--- src/rtl/sdr_wb_arbiter.sv ---
// Two-master round-robin Wishbone arbiter in front of the SDRAM controller slave port.
// Grants are held for a whole cycle; an ack watchdog aborts transfers that never complete.
module sdr_wb_arbiter #(
  parameter int APP_AW  = 26,
  parameter int APP_DW  = 32,
  parameter int APP_BW  = 4,
  parameter int TMO_CYC = 255
) (
  input  logic              sys_clk,
  input  logic              resetn,
  input  logic              sdr_init_done,

  input  logic              m0_cyc_i,
  input  logic              m0_stb_i,
  input  logic              m0_we_i,
  input  logic [APP_AW-1:0] m0_addr_i,
  input  logic [APP_BW-1:0] m0_sel_i,
  input  logic [APP_DW-1:0] m0_dat_i,
  input  logic [2:0]        m0_cti_i,
  output logic [APP_DW-1:0] m0_dat_o,
  output logic              m0_ack_o,
  output logic              m0_err_o,

  input  logic              m1_cyc_i,
  input  logic              m1_stb_i,
  input  logic              m1_we_i,
  input  logic [APP_AW-1:0] m1_addr_i,
  input  logic [APP_BW-1:0] m1_sel_i,
  input  logic [APP_DW-1:0] m1_dat_i,
  input  logic [2:0]        m1_cti_i,
  output logic [APP_DW-1:0] m1_dat_o,
  output logic              m1_ack_o,
  output logic              m1_err_o,

  output logic              s_cyc_o,
  output logic              s_stb_o,
  output logic              s_we_o,
  output logic [APP_AW-1:0] s_addr_o,
  output logic [APP_BW-1:0] s_sel_o,
  output logic [APP_DW-1:0] s_dat_o,
  output logic [2:0]        s_cti_o,
  input  logic [APP_DW-1:0] s_dat_i,
  input  logic              s_ack_i,

  output logic [1:0]        grant,
  output logic              tmo_flag
);

  typedef enum logic [1:0] {IDLE, BUSY, GAP} state_t;

  localparam logic [15:0] TMO_LIM = 16'(TMO_CYC);

  state_t      state_q, state_d;
  logic [1:0]  grant_q, grant_d;
  logic        last_q, last_d;
  logic        tmo_flag_q, tmo_flag_d;
  logic [15:0] cnt_q, cnt_d;

  logic        busy;
  logic        own_sel;
  logic        own_cyc;
  logic        own_stb;
  logic        expire;
  logic        win;

  assign busy    = (state_q == BUSY);
  assign own_sel = grant_q[1];
  assign own_cyc = own_sel ? m1_cyc_i : m0_cyc_i;
  assign own_stb = own_sel ? m1_stb_i : m0_stb_i;
  // A cycle drop takes priority over expiry, so expiry requires the owner to still hold cyc.
  assign expire  = busy && own_cyc && (cnt_q == TMO_LIM);

  always_comb begin
    state_d    = state_q;
    grant_d    = grant_q;
    last_d     = last_q;
    tmo_flag_d = tmo_flag_q;
    cnt_d      = cnt_q;
    win        = 1'b0;
    case (state_q)
      IDLE: begin
        if (sdr_init_done && (m0_cyc_i || m1_cyc_i)) begin
          win     = (m0_cyc_i && m1_cyc_i) ? ~last_q : m1_cyc_i;
          grant_d = win ? 2'b10 : 2'b01;
          last_d  = win;
          cnt_d   = '0;
          state_d = BUSY;
        end
      end
      BUSY: begin
        if (!own_cyc || expire) begin
          state_d = GAP;
          grant_d = '0;
          cnt_d   = '0;
          if (expire) tmo_flag_d = 1'b1;
        end else if (own_stb && !s_ack_i) begin
          cnt_d = (cnt_q == '1) ? cnt_q : cnt_q + 16'd1;
        end else begin
          cnt_d = '0;
        end
      end
      GAP:     state_d = IDLE;
      default: state_d = IDLE;
    endcase
  end

  always_ff @(posedge sys_clk) begin
    if (!resetn) begin
      state_q    <= IDLE;
      grant_q    <= '0;
      last_q     <= 1'b1;
      tmo_flag_q <= 1'b0;
      cnt_q      <= '0;
    end else begin
      state_q    <= state_d;
      grant_q    <= grant_d;
      last_q     <= last_d;
      tmo_flag_q <= tmo_flag_d;
      cnt_q      <= cnt_d;
    end
  end

  always_comb begin
    s_cyc_o  = 1'b0;
    s_stb_o  = 1'b0;
    s_we_o   = 1'b0;
    s_addr_o = '0;
    s_sel_o  = '0;
    s_dat_o  = '0;
    s_cti_o  = '0;
    m0_ack_o = 1'b0;
    m1_ack_o = 1'b0;
    m0_err_o = 1'b0;
    m1_err_o = 1'b0;
    m0_dat_o = '0;
    m1_dat_o = '0;
    if (busy) begin
      s_cyc_o  = own_cyc && !expire;
      s_stb_o  = own_stb && !expire;
      s_we_o   = own_sel ? m1_we_i   : m0_we_i;
      s_addr_o = own_sel ? m1_addr_i : m0_addr_i;
      s_sel_o  = own_sel ? m1_sel_i  : m0_sel_i;
      s_dat_o  = own_sel ? m1_dat_i  : m0_dat_i;
      s_cti_o  = own_sel ? m1_cti_i  : m0_cti_i;
      m0_ack_o = !own_sel && own_cyc && s_ack_i && !expire;
      m1_ack_o =  own_sel && own_cyc && s_ack_i && !expire;
      m0_err_o = !own_sel && expire;
      m1_err_o =  own_sel && expire;
      m0_dat_o = s_dat_i;
      m1_dat_o = s_dat_i;
    end
  end

  assign grant    = grant_q;
  assign tmo_flag = tmo_flag_q;

endmodule

--- config.mk ---
export PLATFORM = sky130hd
export DESIGN_NAME = sdr_wb_arbiter
export DESIGN_NICKNAME = d
export VERILOG_FILES = /design/src/rtl/sdr_wb_arbiter.sv
export SDC_FILE = /design/constraint.sdc
export NUM_CORES = 1
export LEC_CHECK = 0
export BUFFER_PORTS_ARGS = -buffer_cell sky130_fd_sc_hd__buf_2
export CAP_MARGIN = 15
export CORE_AREA = 2 2 122 124
export CTS_BUF_LIST = sky130_fd_sc_hd__clkbuf_2 sky130_fd_sc_hd__clkbuf_4 sky130_fd_sc_hd__clkbuf_8
export DETAILED_ROUTE_END_ITERATION = 12
export DIE_AREA = 0 0 124 126
export PLACE_DENSITY = 0.54
export SYNTH_ARGS = -nofsm -noshare
export SYNTH_HDL_FRONTEND = slang
export SYNTH_SLANG_ARGS = --single-unit
--- constraint.sdc ---
create_clock -name sys_clk -period 1.95 [get_ports sys_clk]
set_input_delay 0.39 -clock sys_clk [delete_from_list [all_inputs] [get_ports sys_clk]]
set_output_delay 0.39 -clock sys_clk [all_outputs]
set_load 0.02 [all_outputs]
==> flow_summary.ini <==
[timing]
rsz0062_at_grt = true
fin_crit_sh = 1.068
setup_viol = 6
finalWorstSetupSlack_ps = -132.0
tightest_slew_ps = 631.0
clock_skew_ps = 4.695
fin_crit_ps = 2082
finalMaxSlewViolations = 0
hold_viol_final = 0
slew_headroom = 0.5789
max_freq_ghz = 0.4803
hold_ws_ps = 379.9

[worst_setup_path]
required_ps = 1560
endpoint_kind = primary output
crit_fanout = 4
crit_arrival_ps = 1690
crit_chain = nor4_4, nand4_1, a211oi_2, buf_4, nor2b_4, buf_6
criticalPathCategory = reg -> out
slowest_stage = dfxtp_2
critPathLaunchType = flop
crit_buf_inv = 2
path_delay_family = simple AND/OR/NAND/NOR gates
cp_slowest_stage_delay_ps = 350

[clocking]
postCtsHoldBufs = 0
cts_buffers = 3
cts.sink_count = 22
clk_path_buf_depth = 2
cts_tree = yes
htreeDepth = 1
clk_latency_ps = 270
ctsRootBufferMaster = clkbuf_8
clkTransAtPathRegs_ps = 90

[placement]
dp_cells = 848
place_congestion = 0.9365
dpl_worst_slack_ps = -33.30
portBuffers = 310
hpwl_mm = 12.19

[die]
die_area_um2 = 15620
design.core.area_um2 = 14310
die_h_um = 126
start_util = 0.1899
num_rows = 44
ios = 311
die_x_um = 124

[yosys]
syn-num-nets = 547
synthDistinctLibCells = 41
yosysWarnings = 0
synth.avg_cell_area_um2 = 7.270
synth-edff-count = 0
ys_dominant_reg_cell = dfxtp_1
syn_inst = 374
ys_async_sr_fraction = 0
syn_area_um2 = 2719
ys_ff_latch = 22
yosysSeqAreaShare = 0.1620

[finish]
n_fill_cell = 1563
layout.cells.most_common_list = buf_2, nor2_1, buf_4
fin_nets = 852
fin_util = 0.3571
synthToLayoutAreaGrowth_pct = 87.99
layout_commonest_cell = buf_2
stdcell_count = 863
drive_gt1_frac = 0.6091

[grt]
grtUsageTotal = 0.1716
first_global_vias = 3458
grt_pass1_wl_mm = 20.37
antenna_found_initial = 2
grt_start_max_net_pins = 69
grt-ovfl-total = 0

[route]
wl_mm = 14.96
drt_iter0_markers = 106
drc = 0
drtAntennaViolNets = 0
wl_per_cell_um = 17.33
drt-pass1-iter-count = 7
vias = 3852
viasPerCell = 4.463

[pwr]
p_leak_nw = 2.568
vdd_ir_drop_max_uv = 209.8
power.density_nw_per_um2 = 350.3
power_mw = 1.791

[run_status]
status = finished with violations
violations = negative setup slack

[hold_path]
min_path_type = in -> reg

[job]
maxCapViolCount = 0
-- metal layers --
layer / global-route usage / part of all wire
met1: 0.2336 / 0.42
met2: 0.2828 / 0.49
met3: 0.02853 / 0.072
met4: 0.03833 / 0.017
met5: 0 / 0
-- worst reg2reg max path, cell delays in order (launching register included) --
cell and delay [ps]:
dfxtp_1 320, ha_1 200, buf_4 170, and4_1 210, and4_1 260, nor2_2 230, a41oi_1 170, a311oi_2 240
-- power breakdown --
group	switching [mW]	internal, mW	leakage (nW)
Clock	0.165	0.160	0.0262
Sequential	0.00662	0.455	0.180
Combinational	0.552	0.450	2.36
-- logic make-up (layout without fill, tap and decap cells) --
kind of cell,count (synthesis),count (layout),share of synthesized area
other,0,1,0
muxes,68,68,0.2503
buffers and inverters,61,365,0.1348
AOI/OAI and AO/OA,50,50,0.1381
and+or+nand+nor,172,172,0.3102
DFF,22,22,0.1620
adders and majority gates,1,1,0.004601
-- final timing paths --
check	endpoint	depth (start not counted)	slack, ps	start
worst min register to register	cnt_q[5]	1	480	cnt_q[5]
worst min-delay path	last_q	2	380	resetn
worst max register to register	cnt_q[12]	7	80	cnt_q[0]
worst max-delay path	m0_err_o	6	-130	cnt_q[12]
-- through the flow --
| step | TNS [ps] | instance area [µm²] |
|---|---|---|
| after floorplan | -9.773 | 2733 |
| after global placement | -29.25 | 4506 |
| after detailed placement | -56.68 | 4506 |
| after CTS | -632.9 | 4765 |
| after global routing | -1568 | 5109 |
| final | -524.8 | 5111 |
-- registers in the layout (all words and copies together), names as in the netlist --
register	cells
tmo_flag	1
state_q	2
cnt_q	16
last_q	1
grant	2
-- synthesized netlist by cell type, drive strengths merged, types with 2 or more instances --
cell	n	area (µm²)
a311oi	6	65.06
o211ai	2	15.01
a31oi	6	37.54
inv	2	7.510
o21ai	13	72.57
and3	4	25.02
a21o	3	22.52
nand3	6	30.03
nor2b	3	18.77
clkbuf	20	75.07
buf	39	284.0
a211oi	3	27.52
nor4	2	12.51
nor2	80	300.3
nor3	6	30.03
nand2b	3	18.77
and4	5	43.79
and2	38	237.7
a21oi	9	45.04
mux2i	68	680.7
dfxtp	22	440.4
a41oi	2	17.52
nand2	14	52.55
nand4	8	50.05
-- timing repair --
action / CTS / global route
pin swaps: 6 / 4
setup buffers: 2 / 4
endpoints found under the setup margin: 87 / 114
gates cloned: 1 / 4
gates resized for setup: 38 / 74
-- cell type report --
type / count / area [µm²] / area share
diodes: 1 / 2.502 / 0.0004896
clock buffers: 4 / 48.80 / 0.009547
multi-input cells: 291 / 2117 / 0.4142
flip-flops and latches: 22 / 450.4 / 0.08813
inverters: 2 / 7.507 / 0.001469
repair buffers: 359 / 2255 / 0.4411
well taps: 184 / 230.2 / 0.04504
No activity file was read; power rests on OpenSTA's default activity.
